--- src/rtl/regfile_write_arbiter_pkg.sv ---
// rtl/regfile_write_arbiter_pkg.sv - shared defaults, CeilLog helper and write-request record
package regfile_write_arbiter_pkg;

    localparam int DEFAULT_WORD_LENGTH   = 32;
    localparam int DEFAULT_NUM_REGISTERS = 32;
    localparam int DEFAULT_ADDR_LENGTH   = 5;

    function automatic int CeilLog(input int value);
        int result;
        result = 0;
        for (int i = 0; i < 31; i++) begin
            if ((1 << i) < value) begin
                result = i + 1;
            end
        end
        return result;
    endfunction

    typedef struct packed {
        logic [DEFAULT_ADDR_LENGTH-1:0] addr;
        logic [DEFAULT_WORD_LENGTH-1:0] data;
    } write_req_t;

endpackage

--- src/rtl/reg_write_fifo.sv ---
// rtl/reg_write_fifo.sv - per-requester write FIFO with an entry-address view for hazard tracking
module reg_write_fifo
    import regfile_write_arbiter_pkg::*;
#(
    parameter int ADDR_W = DEFAULT_ADDR_LENGTH,
    parameter int DATA_W = DEFAULT_WORD_LENGTH,
    parameter int DEPTH  = 2
) (
    input  logic                         clk,
    input  logic                         reset,
    input  logic                         push,
    input  logic [ADDR_W-1:0]            push_addr,
    input  logic [DATA_W-1:0]            push_data,
    input  logic                         pop,
    output logic                         full,
    output logic                         empty,
    output logic [ADDR_W-1:0]            head_addr,
    output logic [DATA_W-1:0]            head_data,
    output logic [DEPTH-1:0]             entry_valid,
    output logic [DEPTH-1:0][ADDR_W-1:0] entry_addr
);

    localparam int PTR_W = CeilLog(DEPTH);
    localparam int CNT_W = PTR_W + 1;

    logic [PTR_W-1:0]             wr_ptr_q, wr_ptr_d;
    logic [PTR_W-1:0]             rd_ptr_q, rd_ptr_d;
    logic [CNT_W-1:0]             count_q, count_d;
    logic [DEPTH-1:0][ADDR_W-1:0] addr_q, addr_d;
    logic [DEPTH-1:0][DATA_W-1:0] data_q, data_d;

    assign full       = (count_q == CNT_W'(DEPTH));
    assign empty      = (count_q == '0);
    assign head_addr  = addr_q[rd_ptr_q];
    assign head_data  = data_q[rd_ptr_q];
    assign entry_addr = addr_q;

    always_comb begin
        wr_ptr_d = wr_ptr_q;
        rd_ptr_d = rd_ptr_q;
        addr_d   = addr_q;
        data_d   = data_q;
        if (push) begin
            addr_d[wr_ptr_q] = push_addr;
            data_d[wr_ptr_q] = push_data;
            wr_ptr_d         = wr_ptr_q + PTR_W'(1);
        end
        if (pop) begin
            rd_ptr_d = rd_ptr_q + PTR_W'(1);
        end
        case ({push, pop})
            2'b10:   count_d = count_q + CNT_W'(1);
            2'b01:   count_d = count_q - CNT_W'(1);
            default: count_d = count_q;
        endcase
    end

    // Slot k positions past the read pointer is live while k is below the count.
    always_comb begin
        entry_valid = '0;
        for (int k = 0; k < DEPTH; k++) begin
            if (CNT_W'(k) < count_q) begin
                entry_valid[rd_ptr_q + PTR_W'(k)] = 1'b1;
            end
        end
    end

    always_ff @(posedge clk or negedge reset) begin
        if (!reset) begin
            wr_ptr_q <= '0;
            rd_ptr_q <= '0;
            count_q  <= '0;
            addr_q   <= '0;
            data_q   <= '0;
        end else begin
            wr_ptr_q <= wr_ptr_d;
            rd_ptr_q <= rd_ptr_d;
            count_q  <= count_d;
            addr_q   <= addr_d;
            data_q   <= data_d;
        end
    end

endmodule

--- src/rtl/regfile_write_arbiter.sv ---
// rtl/regfile_write_arbiter.sv - round-robin sharing of the register-file write port between two requesters
module regfile_write_arbiter
    import regfile_write_arbiter_pkg::*;
#(
    parameter int WORD_LENGTH   = DEFAULT_WORD_LENGTH,
    parameter int NUM_REGISTERS = DEFAULT_NUM_REGISTERS,
    parameter int ADDR_LENGTH   = DEFAULT_ADDR_LENGTH,
    parameter int FIFO_DEPTH    = 2
) (
    input  logic                     clk,
    input  logic                     reset,
    input  logic                     req0_valid,
    output logic                     req0_ready,
    input  logic [ADDR_LENGTH-1:0]   req0_addr,
    input  logic [WORD_LENGTH-1:0]   req0_data,
    input  logic                     req1_valid,
    output logic                     req1_ready,
    input  logic [ADDR_LENGTH-1:0]   req1_addr,
    input  logic [WORD_LENGTH-1:0]   req1_data,
    output logic                     write,
    output logic [ADDR_LENGTH-1:0]   write_register,
    output logic [WORD_LENGTH-1:0]   write_data,
    output logic [NUM_REGISTERS-1:0] pending_mask,
    output logic                     grant_id
);

    typedef struct packed {
        logic [ADDR_LENGTH-1:0] addr;
        logic [WORD_LENGTH-1:0] data;
    } req_t;

    logic full0, empty0, full1, empty1;
    logic push0, push1, pop0, pop1;
    logic [ADDR_LENGTH-1:0] head0_addr, head1_addr;
    logic [WORD_LENGTH-1:0] head0_data, head1_data;
    logic [FIFO_DEPTH-1:0]                  entry_valid0, entry_valid1;
    logic [FIFO_DEPTH-1:0][ADDR_LENGTH-1:0] entry_addr0, entry_addr1;
    req_t head_sel;
    logic grant_valid, grant_sel;

    logic                   write_q, write_d;
    logic [ADDR_LENGTH-1:0] write_register_q, write_register_d;
    logic [WORD_LENGTH-1:0] write_data_q, write_data_d;
    logic                   grant_id_q, grant_id_d;
    logic                   favour_q, favour_d;

    assign req0_ready = !full0;
    assign req1_ready = !full1;

    // Writes to register 0 are accepted but dropped: they have no architectural effect.
    assign push0 = req0_valid && !full0 && (req0_addr != '0);
    assign push1 = req1_valid && !full1 && (req1_addr != '0);

    reg_write_fifo #(
        .ADDR_W (ADDR_LENGTH),
        .DATA_W (WORD_LENGTH),
        .DEPTH  (FIFO_DEPTH)
    ) u_fifo0 (
        .clk         (clk),
        .reset       (reset),
        .push        (push0),
        .push_addr   (req0_addr),
        .push_data   (req0_data),
        .pop         (pop0),
        .full        (full0),
        .empty       (empty0),
        .head_addr   (head0_addr),
        .head_data   (head0_data),
        .entry_valid (entry_valid0),
        .entry_addr  (entry_addr0)
    );

    reg_write_fifo #(
        .ADDR_W (ADDR_LENGTH),
        .DATA_W (WORD_LENGTH),
        .DEPTH  (FIFO_DEPTH)
    ) u_fifo1 (
        .clk         (clk),
        .reset       (reset),
        .push        (push1),
        .push_addr   (req1_addr),
        .push_data   (req1_data),
        .pop         (pop1),
        .full        (full1),
        .empty       (empty1),
        .head_addr   (head1_addr),
        .head_data   (head1_data),
        .entry_valid (entry_valid1),
        .entry_addr  (entry_addr1)
    );

    // favour_q names the requester that wins when both FIFOs hold entries.
    always_comb begin
        grant_valid      = !empty0 || !empty1;
        grant_sel        = (!empty0 && !empty1) ? favour_q : !empty1;
        pop0             = grant_valid && !grant_sel;
        pop1             = grant_valid && grant_sel;
        head_sel         = grant_sel ? '{addr: head1_addr, data: head1_data}
                                     : '{addr: head0_addr, data: head0_data};
        write_d          = grant_valid;
        write_register_d = write_register_q;
        write_data_d     = write_data_q;
        grant_id_d       = grant_id_q;
        favour_d         = favour_q;
        if (grant_valid) begin
            write_register_d = head_sel.addr;
            write_data_d     = head_sel.data;
            grant_id_d       = grant_sel;
            favour_d         = !grant_sel;
        end
    end

    always_comb begin
        pending_mask = '0;
        for (int i = 0; i < FIFO_DEPTH; i++) begin
            if (entry_valid0[i]) pending_mask[entry_addr0[i]] = 1'b1;
            if (entry_valid1[i]) pending_mask[entry_addr1[i]] = 1'b1;
        end
        if (write_q) pending_mask[write_register_q] = 1'b1;
    end

    always_ff @(posedge clk or negedge reset) begin
        if (!reset) begin
            write_q          <= 1'b0;
            write_register_q <= '0;
            write_data_q     <= '0;
            grant_id_q       <= 1'b0;
            favour_q         <= 1'b0;
        end else begin
            write_q          <= write_d;
            write_register_q <= write_register_d;
            write_data_q     <= write_data_d;
            grant_id_q       <= grant_id_d;
            favour_q         <= favour_d;
        end
    end

    assign write          = write_q;
    assign write_register = write_register_q;
    assign write_data     = write_data_q;
    assign grant_id       = grant_id_q;

endmodule

--- config.mk ---
export PLATFORM = sky130hd
export DESIGN_NAME = regfile_write_arbiter
export DESIGN_NICKNAME = d
export VERILOG_FILES = /design/src/rtl/regfile_write_arbiter_pkg.sv /design/src/rtl/reg_write_fifo.sv /design/src/rtl/regfile_write_arbiter.sv
export SDC_FILE = /design/constraint.sdc
export NUM_CORES = 1
export LEC_CHECK = 0
export BUFFER_PORTS_ARGS = -buffer_cell sky130_fd_sc_hd__buf_2
export CELL_PAD_IN_SITES_DETAIL_PLACEMENT = 0
export CELL_PAD_IN_SITES_GLOBAL_PLACEMENT = 2
export CORE_MARGIN = 1
export CORE_UTILIZATION = 30
export DETAILED_ROUTE_END_ITERATION = 12
export PLACE_DENSITY = 0.74
export RECOVER_POWER = 100
export SETUP_SLACK_MARGIN = 0.05
export SYNTH_ARGS = -nofsm -noshare
export SYNTH_HDL_FRONTEND = slang
export SYNTH_SLANG_ARGS = --single-unit
--- constraint.sdc ---
create_clock -name clk -period 2.4 [get_ports clk]
set_clock_uncertainty 0.1 [all_clocks]
set_input_delay 0.24 -clock clk [delete_from_list [all_inputs] [get_ports clk]]
set_output_delay 0.24 -clock clk [all_outputs]
set_load 0.05 [all_outputs]
==> impl_metrics.yaml, run 1 <==
run_status:
  status: "finished, violations left"
  violations: "negative setup slack"
synth:
  yosys.area_share.simple_pct: 12.37
  ys_seq_area_share_pct: 47.30
  async_reset_ff_share_pct: 100.0
  synth_compound_area_share_pct: 9.388
  synth_fa_ha_area_share_pct: 0.9654
  syn_inst: 924
  ys_ff_latch: 196
  muxShareOfSynthArea_pct: 25.73
  synthXorXnorAreaFrac_pct: 0.6758
  yosys_warnings: 0
  synth_cell_types: 45
  syn_area_per_cell_sq_um: 11.22
  synth_fp_nets: 1010
  ys.flop_type: "dfrtp_1"
  synth_area_sq_um: 10370
  synth_edf_count: 0
  synth_top_family_by_area: "multiplexers"
clocking:
  htree_levels: 4
  cts_sinks: 196
  cts_buffer_depth: 2
  cts_tree: "yes"
  clock_latency_ns: 0.43
  clk_pin_slew_worst_paths_ns: 0.07
  clockRootBuffer: "clkbuf_16"
  cts_made_buffers: 17
finish:
  drive_above_1_share_pct: 38.36
  area_delta_synth_final_pct: 31.53
  final_util_pct: 40.37
  diodes: 0
  instances_no_fill: 1634
  fillers: 3374
  nNetsFinal: 1259
setup_path:
  cp-start-kind: "flop"
  crit_chain: "ha_4 > or3b_4 > a211oi_2 > buf_4 > a22oi_2 > o211ai_1 > buf_4"
  critPathMaxStageDelay_ns: 0.44
  crit_path_max_fanout: 8
  endpoint_kind: "primary output"
  cpMaxStageDelayCell: "dfrtp_2"
  crit_top_cell: "buf_4"
  r2r-end: "write_register[1]$_DFFE_PN0P_"
  r2r_setup_slack_ns: -0.11
  cp.arrival_ns: 2.34
  path_class: "flop to primary output"
  r2r_cells: 9
  r2r_start: "u_fifo0.count_q[0]$_DFFE_PN0P_"
  crit_required_ns: 2.06
hold_path:
  hold_path.class: "input pin to flop"
  hold_start: "req1_addr[1]"
  holdPathEnd: "u_fifo1.entry_addr[1]$_DFFE_PN0P_"
  whs_path_depth: 2
run:
  drv_cap: 0
route:
  drc_errors: 0
  drt_iter0_drc: 438
  vias_per_cell: 4.901
  first_pass_iters: 5
  route.vias.total: 8008
  ant_nets: 0
  detail_route.wl_per_cell_microns: 18.48
  routed_wl_mm: 30.20
placed_design:
  dp.cells: 1520
  numPortBuffers: 150
  pre_cts_ws_ns: 0.01385
  hpwl_mm: 20.77
  place_congestion: 0.8765
global_route:
  grt_use_total_pct: 17.39
  antenna_found_initial: 0
  first_global_vias: 8076
  overflow: 0
  grt_pass1_wl_mm: 47.83
  grt_start_max_net_pins: 77
timing:
  final-hold-violation-count: 0
  finalSetupViolations: 80
  fin_ws_ns: -0.2756
  post-route-period-util_pct: 111.5
  fmax_mhz: 373.7
  rsz0062_at_grt: "true"
  setup-tns-final_ns: -7.149
  worst_slew_pin_slew_ns: 1.125
  final-max-slew-violation-count: 0
  final.min_clock_period_ns: 2.676
  relSlewSlack_pct: 24.97
floorplan:
  dieHeight_microns: 187.9
  die_width_microns: 187.9
  die_area_sq_um: 35310
  num_rows: 67
  start_util_pct: 30.69
  ios: 151
  coreArea_sq_um: 33780
power:
  powerDensity_nw_per_um2: 1583
  p_leak_nw: 5.937
  ir_drop_uv: 682.3
-- cells in the mapped netlist (all sizes together), types with 14 or more instances --
cell type  instances  share of area, %
dfrtp            196                47
mux2             184                22
nand2             84               3.0
nor2              83               3.1
a21oi             67               3.2
o21ai             41               2.2
mux2i             37               3.6
clkbuf            34               1.3
nand3             27               1.3
a22oi             26               1.9
buf               22               1.8
inv               15              0.54
nand4             14              0.84
-- metrics by stage --
stage / hold WS, ns / instance area [sq um] / power, mW
after floorplan: -0.1556 / 10410 / 14.64
after global placement: 0.09882 / 11940 / 17.92
after detailed placement: 0.1030 / 11940 / 18.02
after CTS: 0.03620 / 13710 / 21.90
after global routing: -0.01404 / 13640 / 22.99
final: 0.0001565 / 13640 / 21.59
-- per-layer routing --
| layer | up-vias | track usage, % | wire length [microns] |
|---|---|---|---|
| met5 | - | 0 | 0 |
| met4 | 0 | 4.503 | 346 |
| met3 | 23 | 4.024 | 1635 |
| met2 | 224 | 28.36 | 14180 |
| met1 | 3976 | 23.09 | 14040 |
| li1 | 3785 | - | - |
-- layout by cell type, fill, tap and decap left out, types with 4 or more instances in the layout --
cell	n
dfrtp_1	193
mux2_2	119
nor2_1	81
nand2_1	78
buf_2	75
dlygate4sd3_1	73
a21oi_1	57
mux2_4	57
clkbuf_1	45
buf_4	43
o21ai_0	40
mux2i_1	37
buf_6	30
clkbuf_16	17
nand3_2	15
a22oi_1	14
nand4_1	14
inv_1	12
nand3_1	12
a22oi_2	12
buf_8	12
a211oi_2	11
nor3_1	9
a21oi_2	9
nor3b_1	9
mux2_1	8
and3b_1	7
xnor2_1	7
nand2_2	6
nand3b_1	6
nand2b_1	5
or3b_2	4
ha_1	4
inv_6	4
-- power breakdown --
part	internal, mW	total (mW)	switching [mW]
sequential	5.06	6.45	1.39
clock	1.60	2.94	1.34
combinational	5.16	12.2	7.03
total	11.8	21.6	9.76
-- flip-flops by register name, indices dropped and copies added (netlist names), 2 cells and up --
register	count
u_fifo0.data_q	64
u_fifo1.count_q	2
u_fifo0.count_q	2
write_register	5
u_fifo1.entry_addr	10
write_data	32
u_fifo0.entry_addr	10
u_fifo1.data_q	64
-- worst max-delay path by stage --
stage | start | cells after the start | to | slack, ns
finish | u_fifo1.count_q[0]$_DFFE_PN0P_ | 7 | pending_mask[18] | -0.28
global route | u_fifo0.count_q[1]$_DFFE_PN0P_ | 8 | pending_mask[16] | -0.37
CTS | u_fifo0.count_q[1]$_DFFE_PN0P_ | 8 | pending_mask[16] | -0.27
detailed placement | u_fifo1.count_q[0]$_DFFE_PN0P_ | 7 | pending_mask[18] | 0.01
global placement | u_fifo1.count_q[0]$_DFFE_PN0P_ | 7 | pending_mask[16] | 0.07
floorplan | u_fifo0.count_q[1]$_DFFE_PN0P_ | 6 | pending_mask[18] | -0.01
-- logic make-up (layout without fill, tap and decap cells) --
kind of cell,count (synthesis),after routing
and+or+nand+nor,266,266
muxes,221,221
DFF,196,196
AOI/OAI and AO/OA,154,154
buffers and inverters,71,333
adders and majority gates,8,8
xor gates and xnor gates,8,8
-- critical path: cells and delay by family, from the launching register on --
family / cells / cell delay (ns)
adders and majority gates: 1 / 0.16
buffers and inverters: 2 / 0.46
and+or+nand+nor: 1 / 0.43
AOI/OAI and AO/OA: 3 / 0.41
DFF: 1 / 0.44
-- timing repair --
action | 4_1_cts | 5_1_grt
pin swaps | 23 | 15
setup buffers | 3 | 5
endpoints found under the hold margin | 183 | 0
hold buffers | 73 | 0
cloned | 1 | 0
gates resized for setup | 121 | 22
setup endpoints to repair | 32 | 32
-- layout make-up --
class                           instances  area (sq um)  share of cell area (%)
Clock inverter                         14         167.7                   1.229
Timing Repair Buffer                  286          2206                   16.17
Inverter                               15         56.30                  0.4128
Multi-Input combinational cell        657          5300                   38.86
Tap cell                              448         560.5                   4.110
Sequential cell                       196          4908                   35.99
Clock buffer                           18         439.2                   3.220
Power figures use the tool's default switching activity.
==> inputs of run 2 (changes only) <==
--- a/config.mk
+++ b/config.mk
@@ -5,7 +5,7 @@
 export SDC_FILE = /design/constraint.sdc
 export NUM_CORES = 1
 export LEC_CHECK = 0
-export BUFFER_PORTS_ARGS = -buffer_cell sky130_fd_sc_hd__buf_2
+export BUFFER_PORTS_ARGS = -buffer_cell sky130_fd_sc_hd__clkbuf_2
 export CELL_PAD_IN_SITES_DETAIL_PLACEMENT = 0
 export CELL_PAD_IN_SITES_GLOBAL_PLACEMENT = 2
 export CORE_MARGIN = 1
==> run 2 against run 1 <==
The run ends with negative hold slack, negative setup slack left. Combinational power grew 7%. Worst hold slack lost 0.0024 ns. Via count grew 0.30%. Largest cell class unchanged.
==> impl_metrics.yaml, run 2 (synthesis results as in run 1) <==
finish:
  fillers: 3268
  area_delta_synth_final_pct: 36.20
  regArea_sq_um: 4908
  drive_above_1_share_pct: 40.93
  multi_input_area_sq_um: 5465
  final_cell_mix: "dfrtp_1 (193), mux2_2 (119), nor2_1 (81), clkbuf_2 (78), dlygate4sd3_1 (73)"
  nNetsFinal: 1259
  final_common_cell: "dfrtp_1"
  final_util_pct: 41.80
global_route:
  grtUsageMet2_pct: 28.96
  grt.met3_usage_pct: 3.706
  first_global_vias: 8455
  antenna_found_initial: 1
  grt_use_total_pct: 17.87
  grt_pass1_wl_mm: 48.93
  grt_start_max_net_pins: 77
  grtUsageMet1_pct: 23.85
  overflow: 0
  top_usage_layer: "met2"
floorplan:
  die_area_sq_um: 35310
  num_rows: 67
  coreArea_sq_um: 33780
  dieHeight_microns: 187.9
  ios: 151
  die_width_microns: 187.9
  start_util_pct: 30.69
timing:
  final-hold-violation-count: 1
  fin_ws_ns: -0.2782
  worst_slew_pin_slew_ns: 1.376
  fmax_mhz: 373.4
  rsz0062_at_grt: "true"
  final.min_clock_period_ns: 2.678
  relSlewSlack_pct: 8.269
  final-max-slew-violation-count: 0
  holdWs_ns: -0.002271
  post-route-period-util_pct: 111.6
  finalSetupViolations: 89
route:
  drc_errors: 0
  routed_wl_mm: 30.74
  route.vias.total: 8032
  first_pass_iters: 6
  drt_iter0_drc: 439
  ant_nets: 0
  vias_per_cell: 4.916
  detail_route.wl_per_cell_microns: 18.81
clocking:
  cts_sinks: 196
  htree_levels: 4
  clock_latency_ns: 0.44
  clockRootBuffer: "clkbuf_16"
  cts_made_buffers: 17
  clk_pin_slew_worst_paths_ns: 0.07
  cts_tree: "yes"
  cts_buffer_depth: 2
setup_path:
  crit_required_ns: 2.06
  r2r_cells: 8
  cp-start-kind: "flop"
  cp.arrival_ns: 2.34
  crit_path_max_fanout: 4
  r2r_setup_slack_ns: 0.07
  endpoint_kind: "primary output"
  r2r_start: "u_fifo0.count_q[0]$_DFFE_PN0P_"
  path_class: "flop to primary output"
  r2r-end: "write_register[1]$_DFFE_PN0P_"
power:
  ir_drop_uv: 758.2
  p_leak_nw: 6.112
  powerDensity_nw_per_um2: 1596
placed_design:
  numPortBuffers: 150
  pre_cts_ws_ns: 0.08703
  hpwl_mm: 20.70
  place_congestion: 0.8851
run_status:
  violations: "negative hold slack, negative setup slack"
  status: "finished, violations left"
hold_path:
  hold_path.class: "input pin to flop"
  hold_start: "req1_addr[1]"
  holdPathEnd: "u_fifo1.entry_addr[1]$_DFFE_PN0P_"
  whs_path_depth: 2
run:
  drv_cap: 0
-- run 2: worst max-delay path, cell delays in order (launching register included) --
cell      delay (ns)
dfrtp_1         0.43
ha_4            0.18
or3b_4          0.42
a211oi_2        0.20
buf_4           0.19
buf_4           0.13
a22oi_1         0.08
nand3_2         0.12
buf_12          0.14
-- run 2: final cells by class --
type	count	share of cell area [%]
Antenna cell	1	0.01772
Clock buffer	18	3.110
Clock inverter	13	1.125
Inverter	15	0.3987
Multi-Input combinational cell	657	38.70
Sequential cell	196	34.76
Tap cell	448	3.969
Timing Repair Buffer	286	17.92
-- run 2: how the worst max path moves through the flow --
stage	start	to	slack (ns)
after global routing	u_fifo0.count_q[0]$_DFFE_PN0P_	pending_mask[2]	-0.38
after global placement	u_fifo0.count_q[0]$_DFFE_PN0P_	pending_mask[7]	0.1
after detailed placement	u_fifo0.count_q[0]$_DFFE_PN0P_	pending_mask[18]	0.09
after floorplan	u_fifo0.count_q[1]$_DFFE_PN0P_	pending_mask[18]	-0.01
final	u_fifo0.count_q[0]$_DFFE_PN0P_	pending_mask[26]	-0.28
after CTS	u_fifo0.count_q[0]$_DFFE_PN0P_	pending_mask[18]	-0.29
-- run 2: report_power, final --
group	switching, mW	internal (mW)	leakage, nW
combinational	7.30	5.83	3.51
clock	1.26	1.66	0.288
sequential	1.43	5.07	2.32
-- run 2: timing repair --
action	4_1_cts	5_1_grt
setup buffers	8	13
gates resized for setup	61	48
hold endpoints to repair	191	0
endpoints found under the setup margin	32	46
pin swaps	45	35
hold buffers	73	0
-- run 2: through the flow --
stage	setup TNS [ns]	power, mW	std cells	area, sq um
2_1_floorplan	-0.02220	14.64	924	10410
3_3_place_gp	0	18.82	1508	12340
3_5_place_dp	0	18.96	1508	12340
4_1_cts	-6.984	22.52	1620	14010
5_1_grt	-19.63	23.93	1634	14120
6_report	-9.280	22.55	1634	14120
-- run 2: layer usage --
| metal | share of wire [%] | vias to the layer above |
|---|---|---|
| li1 | - | 3791 |
| met1 | 47 | 4010 |
| met2 | 47 | 192 |
| met3 | 4.3 | 39 |
| met4 | 1.9 | 0 |
| met5 | 0 | - |
==> inputs of run 3 (changes only) <==
--- a/config.mk
+++ b/config.mk
@@ -10,10 +10,12 @@
 export CELL_PAD_IN_SITES_GLOBAL_PLACEMENT = 2
 export CORE_MARGIN = 1
 export CORE_UTILIZATION = 30
+export CTS_BUF_LIST = sky130_fd_sc_hd__clkbuf_8
 export DETAILED_ROUTE_END_ITERATION = 12
-export PLACE_DENSITY = 0.74
+export PLACE_DENSITY = 0.71
 export RECOVER_POWER = 100
 export SETUP_SLACK_MARGIN = 0.05
 export SYNTH_ARGS = -nofsm -noshare
 export SYNTH_HDL_FRONTEND = slang
+export SYNTH_HIERARCHICAL = 1
 export SYNTH_SLANG_ARGS = --single-unit
==> run 3 against run 2 <==
The run ends with max-capacitance violations, max-slew violations, negative setup slack left. Area after synthesis increased by 2.6%. Via count shrank 3.8%. Synthesized cell count fell by 14%. First-iteration DRC count shrank 12%. Clock-buffer cell count did not move. Wire length rose by 1.7%. Global-route usage shrank 0.39 points. Core utilization shrank 1.2 points. Cell count is 6.4% lower. Worst hold slack gained 0.090 ns. Sequential cell count stayed put. Setup slack lost 0.10 ns. Highest routed layer unchanged.
==> impl_metrics.yaml, run 3 <==
route:
  first_pass_iters: 4
  drt_iter0_drc: 386
  detail_route.wl_per_cell_microns: 20.43
  routed_wl_mm: 31.25
  drc_errors: 0
  route.vias.total: 7723
  ant_nets: 0
  vias_per_cell: 5.048
placed_design:
  hpwl_mm: 20.46
  numPortBuffers: 150
  place_congestion: 0.8053
  dp.cells: 1403
synth:
  synth_edf_count: 0
  ys_ff_latch: 196
  yosys-top-cells-count: "dfrtp_1 (196), mux2_4 (120), mux2_2 (102), a221o_1 (37), and3_1 (37)"
  synth_most_common_cell: "dfrtp_1"
  yosys_warnings: 6
  synth_cell_types: 41
  synthXorXnorAreaFrac_pct: 0.6587
  yosys.area.top_type: "dfrtp_1"
  synth_area_sq_um: 10640
  ys.flop_type: "dfrtp_1"
  muxShareOfSynthArea_pct: 27.73
  synth_top_family_by_area: "multiplexers"
  synth_fa_ha_area_share_pct: 0.9410
  yosys.area_share.simple_pct: 12.46
  syn_area_per_cell_sq_um: 13.31
  synth_fp_nets: 885
  synth_area_leaders: "dfrtp_1 (46%), mux2_4 (17%), mux2_2 (11%), a221o_1 (3.5%), and3_1 (2.2%)"
  synth_compound_area_share_pct: 7.986
  ys_seq_area_share_pct: 46.11
  syn_inst: 799
  synth.top_cell.area_share_pct: 46.11
  async_reset_ff_share_pct: 100.0
clocking:
  cts_tree: "yes"
  clockRootBuffer: "clkbuf_8"
  clock_latency_ns: 0.47
  cts_buffer_depth: 2
  cts_made_buffers: 17
  clk_pin_slew_worst_paths_ns: 0.10
  cts_sinks: 196
  htree_levels: 4
power:
  p_leak_nw: 6.212
  power_frac_clock_pct: 9.7
  total_power_mw: 22.23
  power.internal_mw: 12.32
  swShare_pct: 44.59
  seq_power_share_pct: 30.2
  ir_drop_uv: 837.4
  powerDensity_nw_per_um2: 1577
  p_comb_share_pct: 60.0
  netSwitchingPower_mw: 9.912
timing:
  rsz0062_at_grt: "true"
  final.min_clock_period_ns: 2.781
  final-hold-violation-count: 0
  fmax_mhz: 359.5
  finalSetupViolations: 74
  fin_ws_ns: -0.3814
  final-max-slew-violation-count: 59
  relSlewSlack_pct: -2.002
  worst_slew_pin_slew_ns: 1.530
  setup-tns-final_ns: -18.82
  post-route-period-util_pct: 115.9
global_route:
  overflow: 0
  grt_use_total_pct: 17.48
  antenna_found_initial: 1
  grt_start_max_net_pins: 64
  grt_pass1_wl_mm: 48.42
  first_global_vias: 8086
floorplan:
  coreArea_sq_um: 34710
  dieHeight_microns: 190.3
  die_area_sq_um: 36220
  num_rows: 68
  start_util_pct: 30.64
  die_width_microns: 190.3
  ios: 151
setup_path:
  path_buf_inv: 3
  crit_required_ns: 2.06
  cpMaxStageDelayCell: "dfrtp_1"
  crit_path_start: "u_fifo1/count_q[0]$_DFFE_PN0P_"
  r2r_cells: 7
  r2r_setup_slack_ns: -0.28
  path_class: "flop to primary output"
  crit_path_max_fanout: 8
  endpoint_kind: "primary output"
  cp-start-kind: "flop"
  critPathMaxStageDelay_ns: 0.44
  r2r_start: "u_fifo1/count_q[0]$_DFFE_PN0P_"
  cp.arrival_ns: 2.44
  path_depth: 9
  endpoint: "pending_mask[13]"
  crit_chain: "inv_1 > ha_4 > nand2b_4 > o31ai_4 > nand4b_1 > buf_4 > o22ai_2 > or3_1 > buf_6"
  path_delay_family: "simple AND/OR/NAND/NOR gates"
  r2r-end: "write_data[26]$_DFFE_PN0N_"
run_status:
  violations: "max-capacitance violations, max-slew violations, negative setup slack"
  status: "finished, violations left"
finish:
  final_cell_mix: "dfrtp_1 (193), mux2_4 (113), mux2_2 (102), clkbuf_2 (80), dlygate4sd3_1 (75)"
  final_util_pct: 40.60
  nNetsFinal: 1147
  final_common_cell: "dfrtp_1"
  drive_above_1_share_pct: 49.81
  instances_no_fill: 1530
  area_delta_synth_final_pct: 32.50
hold_path:
  hold_path.class: "input pin to flop"
run:
  drv_cap: 1
==> run 3: how the worst min path moves through the flow <==
| stage | startpoint | to | slack, ns | depth (start not counted) |
|---|---|---|---|---|
| floorplan | reset | favour_q$_DFFE_PN0N_ | -0.16 | 0 |
| global placement | reset | u_fifo0/data_q[43]$_DFFE_PN0P_ | 0.16 | 1 |
| detailed placement | reset | u_fifo0/data_q[43]$_DFFE_PN0P_ | 0.16 | 1 |
| CTS | req0_valid | u_fifo0/wr_ptr_q$_DFFE_PN0P_ | 0.06 | 3 |
| global route | req1_valid | u_fifo1/wr_ptr_q$_DFFE_PN0P_ | 0.06 | 3 |
| finish | req1_valid | u_fifo1/wr_ptr_q$_DFFE_PN0P_ | 0.09 | 3 |
==> run 3: through the flow <==
| stage | setup slack [ns] | hold slack, ns | area [sq um] |
|---|---|---|---|
| final | -0.3814 | 0.08781 | 14090 |
| after global routing | -0.5212 | 0.05886 | 14090 |
| after CTS | -0.3965 | 0.05833 | 13960 |
| after detailed placement | -0.08301 | 0.1573 | 12160 |
| after global placement | -0.05658 | 0.1643 | 12160 |
| after floorplan | 0.1269 | -0.1556 | 10670 |
==> run 3: tightest hold or removal path, stage by stage <==
cell and delay [ns]:
clkbuf_2 0.08, o311a_1 0.16, xor2_1 0.13
==> run 3: power groups by stage <==
| stage | clock network (mW) | registers (mW) | logic (mW) |
|---|---|---|---|
| 2_1_floorplan | 0 | 7.17 | 8.26 |
| 3_3_place_gp | 0 | 6.67 | 12.0 |
| 3_5_place_dp | 0 | 6.69 | 12.1 |
| 4_1_cts | 2.27 | 6.70 | 13.2 |
| 5_1_grt | 2.40 | 6.97 | 14.2 |
| 6_report | 2.17 | 6.72 | 13.3 |
==> run 3: final cells by class <==
| class | count | area [sq um] |
|---|---|---|
| Tap cell | 455 | 569.3 |
| Clock buffer | 18 | 247.7 |
| Sequential cell | 196 | 4908 |
| Inverter | 8 | 30.03 |
| Multi-Input combinational cell | 547 | 5834 |
| Fill cell | 3351 | 20620 |
| Clock inverter | 14 | 141.4 |
| Antenna cell | 1 | 2.502 |
| Timing Repair Buffer | 291 | 2361 |
==> run 3: metal layers <==
| metal | routed length, microns | vias up | track usage (%) | part of all wire (%) |
|---|---|---|---|---|
| met3 | 1107 | 21 | 2.908 | 3.5 |
| met5 | 0 | - | 0 | 0 |
| li1 | - | 3570 | - | - |
| met2 | 15380 | 162 | 29.27 | 49 |
| met4 | 310 | 0 | 4.892 | 0.99 |
| met1 | 14460 | 3970 | 23.12 | 46 |
==> run 3: repair_timing <==
action | CTS | global route
gates cloned | 0 | 0
pin swaps | 34 | 27
gates resized for setup | 115 | 78
hold endpoints to repair | 202 | 0
buffers inserted | 13 | 8
hold buffers | 75 | 0
setup endpoints to repair | 32 | 63
==> run 3: cells by family after synthesis <==
logic type                 Yosys count
buffers and inverters               56
AOI/OAI and AO/OA                  105
muxes                              222
adders and majority gates            8
and+or+nand+nor                    204
DFF                                196
xor gates and xnor gates             8
